--- src/rtl/ski_heap_arbiter_if.sv ---
// Bus bundle for the heap arbiter: two requester ports, read response,
// single-port RAM command/read-data, and the contention counter.
interface ski_heap_arbiter_if #(
  parameter int unsigned ADDR_W = 10,
  parameter int unsigned DATA_W = 64
);
  logic [1:0]        req_valid;
  logic [1:0]        req_ready;
  logic [1:0]        req_we;
  logic [1:0]        req_lock;
  logic [ADDR_W-1:0] req0_addr;
  logic [ADDR_W-1:0] req1_addr;
  logic [DATA_W-1:0] req0_wdata;
  logic [DATA_W-1:0] req1_wdata;
  logic [1:0]        rsp_valid;
  logic [DATA_W-1:0] rsp_data;
  logic              mem_en;
  logic              mem_we;
  logic [ADDR_W-1:0] mem_addr;
  logic [DATA_W-1:0] mem_wdata;
  logic [DATA_W-1:0] mem_rdata;
  logic [15:0]       conflict_cnt;

  // Requesters plus RAM model side.
  modport master (
    output req_valid, req_we, req_lock, req0_addr, req1_addr,
           req0_wdata, req1_wdata, mem_rdata,
    input  req_ready, rsp_valid, rsp_data, mem_en, mem_we, mem_addr,
           mem_wdata, conflict_cnt
  );

  // Arbiter side.
  modport slave (
    input  req_valid, req_we, req_lock, req0_addr, req1_addr,
           req0_wdata, req1_wdata, mem_rdata,
    output req_ready, rsp_valid, rsp_data, mem_en, mem_we, mem_addr,
           mem_wdata, conflict_cnt
  );
endinterface

--- src/rtl/ski_heap_arbiter.sv ---
// Two-requester arbiter for a single-port heap RAM: round-robin grant with
// a lock that lets one requester hold the RAM across several transactions,
// one-cycle read response routing, and a saturating contention counter.
module ski_heap_arbiter #(
  parameter int unsigned ADDR_W = 10,
  parameter int unsigned DATA_W = 64
) (
  input logic             system1000,
  input logic             system1000_rst,
  ski_heap_arbiter_if.slave bus
);

  typedef enum logic {UNLOCKED, LOCKED} lock_state_t;

  lock_state_t state, state_nxt;
  logic        owner, owner_nxt;
  logic        last_grant;
  logic [1:0]  ready;
  logic [1:0]  accept;
  logic        grant_idx;

  logic              mem_en_c;
  logic              mem_we_c;
  logic [ADDR_W-1:0] mem_addr_c;
  logic [DATA_W-1:0] mem_wdata_c;
  logic [1:0]        rsp_valid_q;
  logic [15:0]       conflict_q;

  assign accept    = bus.req_valid & ready;
  assign grant_idx = accept[1];

  // Lock state register.
  always_ff @(posedge system1000 or posedge system1000_rst) begin
    if (system1000_rst) begin
      state <= UNLOCKED;
      owner <= 1'b0;
    end else begin
      state <= state_nxt;
      owner <= owner_nxt;
    end
  end

  // Next lock state: a locked accept claims or keeps the lock, an unlocked
  // accept by the owner releases it.
  always_comb begin
    state_nxt = state;
    owner_nxt = owner;
    if (accept != 2'b00) begin
      if (bus.req_lock[grant_idx]) begin
        state_nxt = LOCKED;
        owner_nxt = grant_idx;
      end else if (state == LOCKED && grant_idx == owner) begin
        state_nxt = UNLOCKED;
      end
    end
  end

  // Grant: owner only while locked, otherwise round-robin on a tie.
  // Gated by reset so nothing is granted while the block is held.
  always_comb begin
    ready = '0;
    if (!system1000_rst) begin
      unique case (state)
        UNLOCKED: begin
          if (bus.req_valid == 2'b11) ready = last_grant ? 2'b01 : 2'b10;
          else                        ready = bus.req_valid;
        end
        LOCKED: begin
          ready = owner ? {bus.req_valid[1], 1'b0} : {1'b0, bus.req_valid[0]};
        end
        default: ready = '0;
      endcase
    end
  end

  // Last winner, used to break the next tie.
  always_ff @(posedge system1000 or posedge system1000_rst) begin
    if (system1000_rst)        last_grant <= 1'b1;
    else if (accept != 2'b00)  last_grant <= grant_idx;
  end

  // RAM command muxed from the accepted requester, all-zero when idle.
  always_comb begin
    mem_en_c    = 1'b0;
    mem_we_c    = 1'b0;
    mem_addr_c  = '0;
    mem_wdata_c = '0;
    if (accept[0]) begin
      mem_en_c    = 1'b1;
      mem_we_c    = bus.req_we[0];
      mem_addr_c  = bus.req0_addr;
      mem_wdata_c = bus.req0_wdata;
    end else if (accept[1]) begin
      mem_en_c    = 1'b1;
      mem_we_c    = bus.req_we[1];
      mem_addr_c  = bus.req1_addr;
      mem_wdata_c = bus.req1_wdata;
    end
  end

  // Response tag: one cycle after an accepted read, matching RAM latency.
  always_ff @(posedge system1000 or posedge system1000_rst) begin
    if (system1000_rst) rsp_valid_q <= '0;
    else                rsp_valid_q <= accept & ~bus.req_we;
  end

  // Saturating count of cycles in which some valid requester was stalled.
  always_ff @(posedge system1000 or posedge system1000_rst) begin
    if (system1000_rst)
      conflict_q <= '0;
    else if ((bus.req_valid & ~ready) != 2'b00 && conflict_q != '1)
      conflict_q <= conflict_q + 16'd1;
  end

  // Drive interface outputs; read data is forced to zero without a response.
  always_comb begin
    bus.req_ready    = ready;
    bus.mem_en       = mem_en_c;
    bus.mem_we       = mem_we_c;
    bus.mem_addr     = mem_addr_c;
    bus.mem_wdata    = mem_wdata_c;
    bus.rsp_valid    = rsp_valid_q;
    bus.rsp_data     = (rsp_valid_q != 2'b00) ? bus.mem_rdata : '0;
    bus.conflict_cnt = conflict_q;
  end

endmodule

--- src/flat_wrapper.sv ---
// flat-port wrapper written by rule: the top's interface ports become plain ports
module ski_heap_arbiter_flat 
#(
  parameter int unsigned ADDR_W = 10,
  parameter int unsigned DATA_W = 64
)
  (system1000, system1000_rst, bus_req_valid, bus_req_we, bus_req_lock, bus_req0_addr, bus_req1_addr, bus_req0_wdata, bus_req1_wdata, bus_mem_rdata, bus_req_ready, bus_rsp_valid, bus_rsp_data, bus_mem_en, bus_mem_we, bus_mem_addr, bus_mem_wdata, bus_conflict_cnt);
  ski_heap_arbiter_if #(.ADDR_W(ADDR_W), .DATA_W(DATA_W)) bus_i ();
  input logic system1000;
  input logic system1000_rst;
  input wire logic [$bits(bus_i.req_valid)-1:0] bus_req_valid;
  input wire logic [$bits(bus_i.req_we)-1:0] bus_req_we;
  input wire logic [$bits(bus_i.req_lock)-1:0] bus_req_lock;
  input wire logic [$bits(bus_i.req0_addr)-1:0] bus_req0_addr;
  input wire logic [$bits(bus_i.req1_addr)-1:0] bus_req1_addr;
  input wire logic [$bits(bus_i.req0_wdata)-1:0] bus_req0_wdata;
  input wire logic [$bits(bus_i.req1_wdata)-1:0] bus_req1_wdata;
  input wire logic [$bits(bus_i.mem_rdata)-1:0] bus_mem_rdata;
  output wire logic [$bits(bus_i.req_ready)-1:0] bus_req_ready;
  output wire logic [$bits(bus_i.rsp_valid)-1:0] bus_rsp_valid;
  output wire logic [$bits(bus_i.rsp_data)-1:0] bus_rsp_data;
  output wire logic [$bits(bus_i.mem_en)-1:0] bus_mem_en;
  output wire logic [$bits(bus_i.mem_we)-1:0] bus_mem_we;
  output wire logic [$bits(bus_i.mem_addr)-1:0] bus_mem_addr;
  output wire logic [$bits(bus_i.mem_wdata)-1:0] bus_mem_wdata;
  output wire logic [$bits(bus_i.conflict_cnt)-1:0] bus_conflict_cnt;
  assign bus_i.req_valid = bus_req_valid;
  assign bus_i.req_we = bus_req_we;
  assign bus_i.req_lock = bus_req_lock;
  assign bus_i.req0_addr = bus_req0_addr;
  assign bus_i.req1_addr = bus_req1_addr;
  assign bus_i.req0_wdata = bus_req0_wdata;
  assign bus_i.req1_wdata = bus_req1_wdata;
  assign bus_i.mem_rdata = bus_mem_rdata;
  assign bus_req_ready = bus_i.req_ready;
  assign bus_rsp_valid = bus_i.rsp_valid;
  assign bus_rsp_data = bus_i.rsp_data;
  assign bus_mem_en = bus_i.mem_en;
  assign bus_mem_we = bus_i.mem_we;
  assign bus_mem_addr = bus_i.mem_addr;
  assign bus_mem_wdata = bus_i.mem_wdata;
  assign bus_conflict_cnt = bus_i.conflict_cnt;
  ski_heap_arbiter #(.ADDR_W(ADDR_W), .DATA_W(DATA_W)) u_core (.system1000(system1000), .system1000_rst(system1000_rst), .bus(bus_i));
endmodule
--- config.mk ---
export PLATFORM = sky130hd
export DESIGN_NAME = ski_heap_arbiter_flat
export DESIGN_NICKNAME = d
export VERILOG_FILES = /design/src/rtl/ski_heap_arbiter_if.sv /design/src/rtl/ski_heap_arbiter.sv /design/src/flat_wrapper.sv
export SDC_FILE = /design/constraint.sdc
export NUM_CORES = 1
export LEC_CHECK = 0
export BUFFER_PORTS_ARGS = -buffer_cell sky130_fd_sc_hd__buf_2
export CELL_PAD_IN_SITES_DETAIL_PLACEMENT = 0
export CELL_PAD_IN_SITES_GLOBAL_PLACEMENT = 1
export CORE_AREA = 2 2 148 150
export CTS_BUF_LIST = sky130_fd_sc_hd__clkbuf_2 sky130_fd_sc_hd__clkbuf_4 sky130_fd_sc_hd__clkbuf_8
export DETAILED_ROUTE_END_ITERATION = 16
export DIE_AREA = 0 0 150 152
export PLACE_DENSITY = 0.58
export SLEW_MARGIN = 20
export SYNTH_ARGS = -nofsm -noshare
export SYNTH_HDL_FRONTEND = slang
export SYNTH_SLANG_ARGS = --single-unit
--- constraint.sdc ---
create_clock -name system1000 -period 3.5 [get_ports system1000]
set_input_delay 0.525 -clock system1000 [delete_from_list [all_inputs] [get_ports system1000]]
set_output_delay 0.525 -clock system1000 [all_outputs]
set_load 0.01 [all_outputs]
==> results.json <==
{
  "outcome": "completed",
  "cts_tree": "built",
  "finalSetupViolations": 0,
  "syn-num-nets": 485,
  "wl_um": 14900,
  "drcViolationCount": 0,
  "fp.dieH_um": 152,
  "synthArstFlopShare": 1.00,
  "nets": 849,
  "vias": 3504,
  "synth_top_family_by_area": "compound AO/OA/AOI/OAI gates",
  "worst-path-buf-inv": 2,
  "io_buffer_count": 379,
  "arrival_ns": 2.27,
  "grt_pass1_vias": 3263,
  "final_cell_mix": "buf_2 (379), a22o_1 (75), nor2b_1 (68)",
  "ir_drop_uv": 220,
  "rows": 54,
  "synth.largest_area_cell": "a22o_1",
  "crit_slowest_cell": "and4_2",
  "ctsHoldBuffers": 0,
  "syn_to_final_growth_pct": 94.3,
  "syn_avg_cell_area_sq_um": 8.85,
  "max_slew.worst_pin.slew_ns": 0.652,
  "fin_crit_sh": 0.798,
  "synthesis.area_sq_um": 2340,
  "yosysTopAreaCellShare": 0.281,
  "synth_xor_area_frac": 0.0562,
  "antenna_found_initial": 1,
  "final_hold_viol_count": 0,
  "synth_compound_area_frac": 0.339,
  "utilization": 0.213,
  "max_stage_delay_ns": 0.67,
  "yosysWarnings": 0,
  "synth_ff_type": "dfrtp_1",
  "power_density_nw_per_um2": 380,
  "fp.dieArea_sq_um": 22800,
  "ant_nets": 0,
  "yosysSeqAreaShare": 0.225,
  "total_power_mw": 1.73,
  "ctsResizeCount": 0,
  "n_antenna_cell": 0,
  "ys_ff_latch": 21,
  "core_area_sq_um": 21400,
  "fmax_ghz": 0.358,
  "overflow": 0,
  "clock_skew_ns": 0.00351,
  "h-tree-depth": 1,
  "clk_latency_ns": 0.27,
  "grt_pass1_wl_um": 20600,
  "synthMuxAreaShare": 0.00910,
  "ys_types": 38,
  "wl_per_cell_um": 16.4,
  "vias_per_cell": 3.86,
  "fillers": 2427,
  "rsz0062_at_grt": "no",
  "synthCells": 264,
  "mostFrequentLayoutCell": "buf_2",
  "rrSetupSlack_ns": 1.42,
  "numCtsBuffers": 3,
  "dr.first_iter.drc_count": 145,
  "synth_edf_count": 0,
  "yosys.area_share.simple": 0.284,
  "r2r-start": "u_core.bus.conflict_cnt[0]",
  "maxCapViolations": 0,
  "maxSlewViolCount": 0,
  "cp_top_family": "simple AND/OR/NAND/NOR gates",
  "gp_congestion": 0.787,
  "cp-end-kind": "primary output",
  "grt_start_max_net_pins": 78,
  "ios": 380,
  "synthAdderAreaFrac": 0.00535,
  "cts_buffer_depth": 2,
  "setup-tns-final_ns": 0,
  "path_cells": "or3b_1 > and4_2 > buf_4 > a22o_1 > buf_2",
  "path_class": "reg2out",
  "cts.sinks": 21,
  "root_buffer": "clkbuf_8",
  "p_leak_nw": 2.59,
  "crit_required_ns": 2.97,
  "grtUsageTotal": 0.117,
  "hp-class": "in2async",
  "rr_endpoint": "u_core.bus.conflict_cnt[1]",
  "post-route-min-period_ns": 2.79,
  "relSlewSlack": 0.565,
  "post_cts_buffers": 0,
  "netlist_top_cells_area": "a22o_1 (28%), dfrtp_1 (21%), nor2b_1 (18%)",
  "ff2ff_path_depth": 5,
  "clk_pin_slew_ns": 0.09,
  "cp-start-kind": "flip-flop",
  "dp_hpwl_um": 12500,
  "die_w_um": 150,
  "drt-pass1-iter-count": 4,
  "cp_max_fo": 27,
  "start_util": 0.109,
  "drive_gt1_frac": 0.640
}
-- cell usage after synthesis, types with 2 or more instances --
library cell	n
or2_2	2
xor2_1	6
xnor2_1	9
buf_2	12
o211ai_1	4
a21oi_1	2
nand2_1	5
dfrtp_1	20
a22o_1	75
nand3_1	6
and3_1	4
clkbuf_1	6
nor4_1	4
and4_1	4
o2111ai_1	4
nor2_1	4
buf_6	9
nor2b_1	68
-- final cells by class --
type | instances | area (sq um) | area share
clock inverter | 1 | 7.51 | 0.00165
sequential | 21 | 527 | 0.116
inverter | 1 | 3.75 | 0.000826
clock buffer | 3 | 41.3 | 0.00909
tap | 280 | 350 | 0.0771
timing repair buffer | 386 | 1970 | 0.435
multi-input combinational | 215 | 1640 | 0.361
-- sequential cells by signal, summed over array words and instances, names as in the netlist --
| register | count |
|---|---|
| u_core.bus.conflict_cnt | 16 |
| u_core.owner | 1 |
| u_core.bus.rsp_valid | 2 |
| u_core.last_grant | 1 |
| u_core.state | 1 |
-- worst max path at each step --
stage	slack, ns	start	end	depth (start not counted)
finish	0.71	u_core.last_grant	bus_mem_wdata[15]	5
global route	0.54	u_core.last_grant	bus_mem_addr[0]	5
CTS	0.66	u_core.last_grant	bus_mem_addr[0]	5
detailed placement	0.80	bus_req_valid[1]	bus_mem_addr[0]	6
global placement	0.84	bus_req_valid[1]	bus_mem_wdata[15]	6
floorplan	1.22	system1000_rst	bus_mem_wdata[58]	5
-- per-stage QoR --
step / area [sq um] / worst slack, ns / hold slack (ns) / cells
global placement: 4490 / 0.838 / 0.484 / 903
detailed placement: 4490 / 0.805 / 0.486 / 903
finish: 4540 / 0.708 / 0.364 / 907
floorplan: 2340 / 1.22 / 0.482 / 264
CTS: 4540 / 0.657 / 0.367 / 907
global route: 4540 / 0.544 / 0.384 / 907
-- kinds of logic (layout without fill, tap and decap cells) --
family / count (synthesis) / count (layout)
muxes: 2 / 2
DFF: 21 / 21
adders and majority gates: 1 / 1
AOI/OAI and AO/OA: 91 / 91
and+or+nand+nor: 106 / 106
xor gates and xnor gates: 15 / 15
buffers and inverters: 28 / 391
-- power breakdown --
group	leakage, nW	total (mW)	internal (mW)	switching [mW]
registers	0.264	0.394	0.310	0.0836
logic	2.31	1.16	0.542	0.617
clock network	0.0217	0.173	0.0805	0.0926
-- metal layers --
metal  vias to the layer above  track usage  routed length (um)
met3                         2       0.0183                1030
met5                         -            0                  13
met4                         2      0.00539                   0
met1                      1631        0.159                6660
li1                       1717            -                   -
met2                       152        0.202                7180
-- worst register-to-register path, cell delays in order (launching register included) --
cell,delay [ns]
dfrtp_1,0.41
ha_1,0.23
and4_1,0.26
nand3_1,0.41
o21ai_2,0.32
mux2_1,0.34
Power figures use the tool's default switching activity.
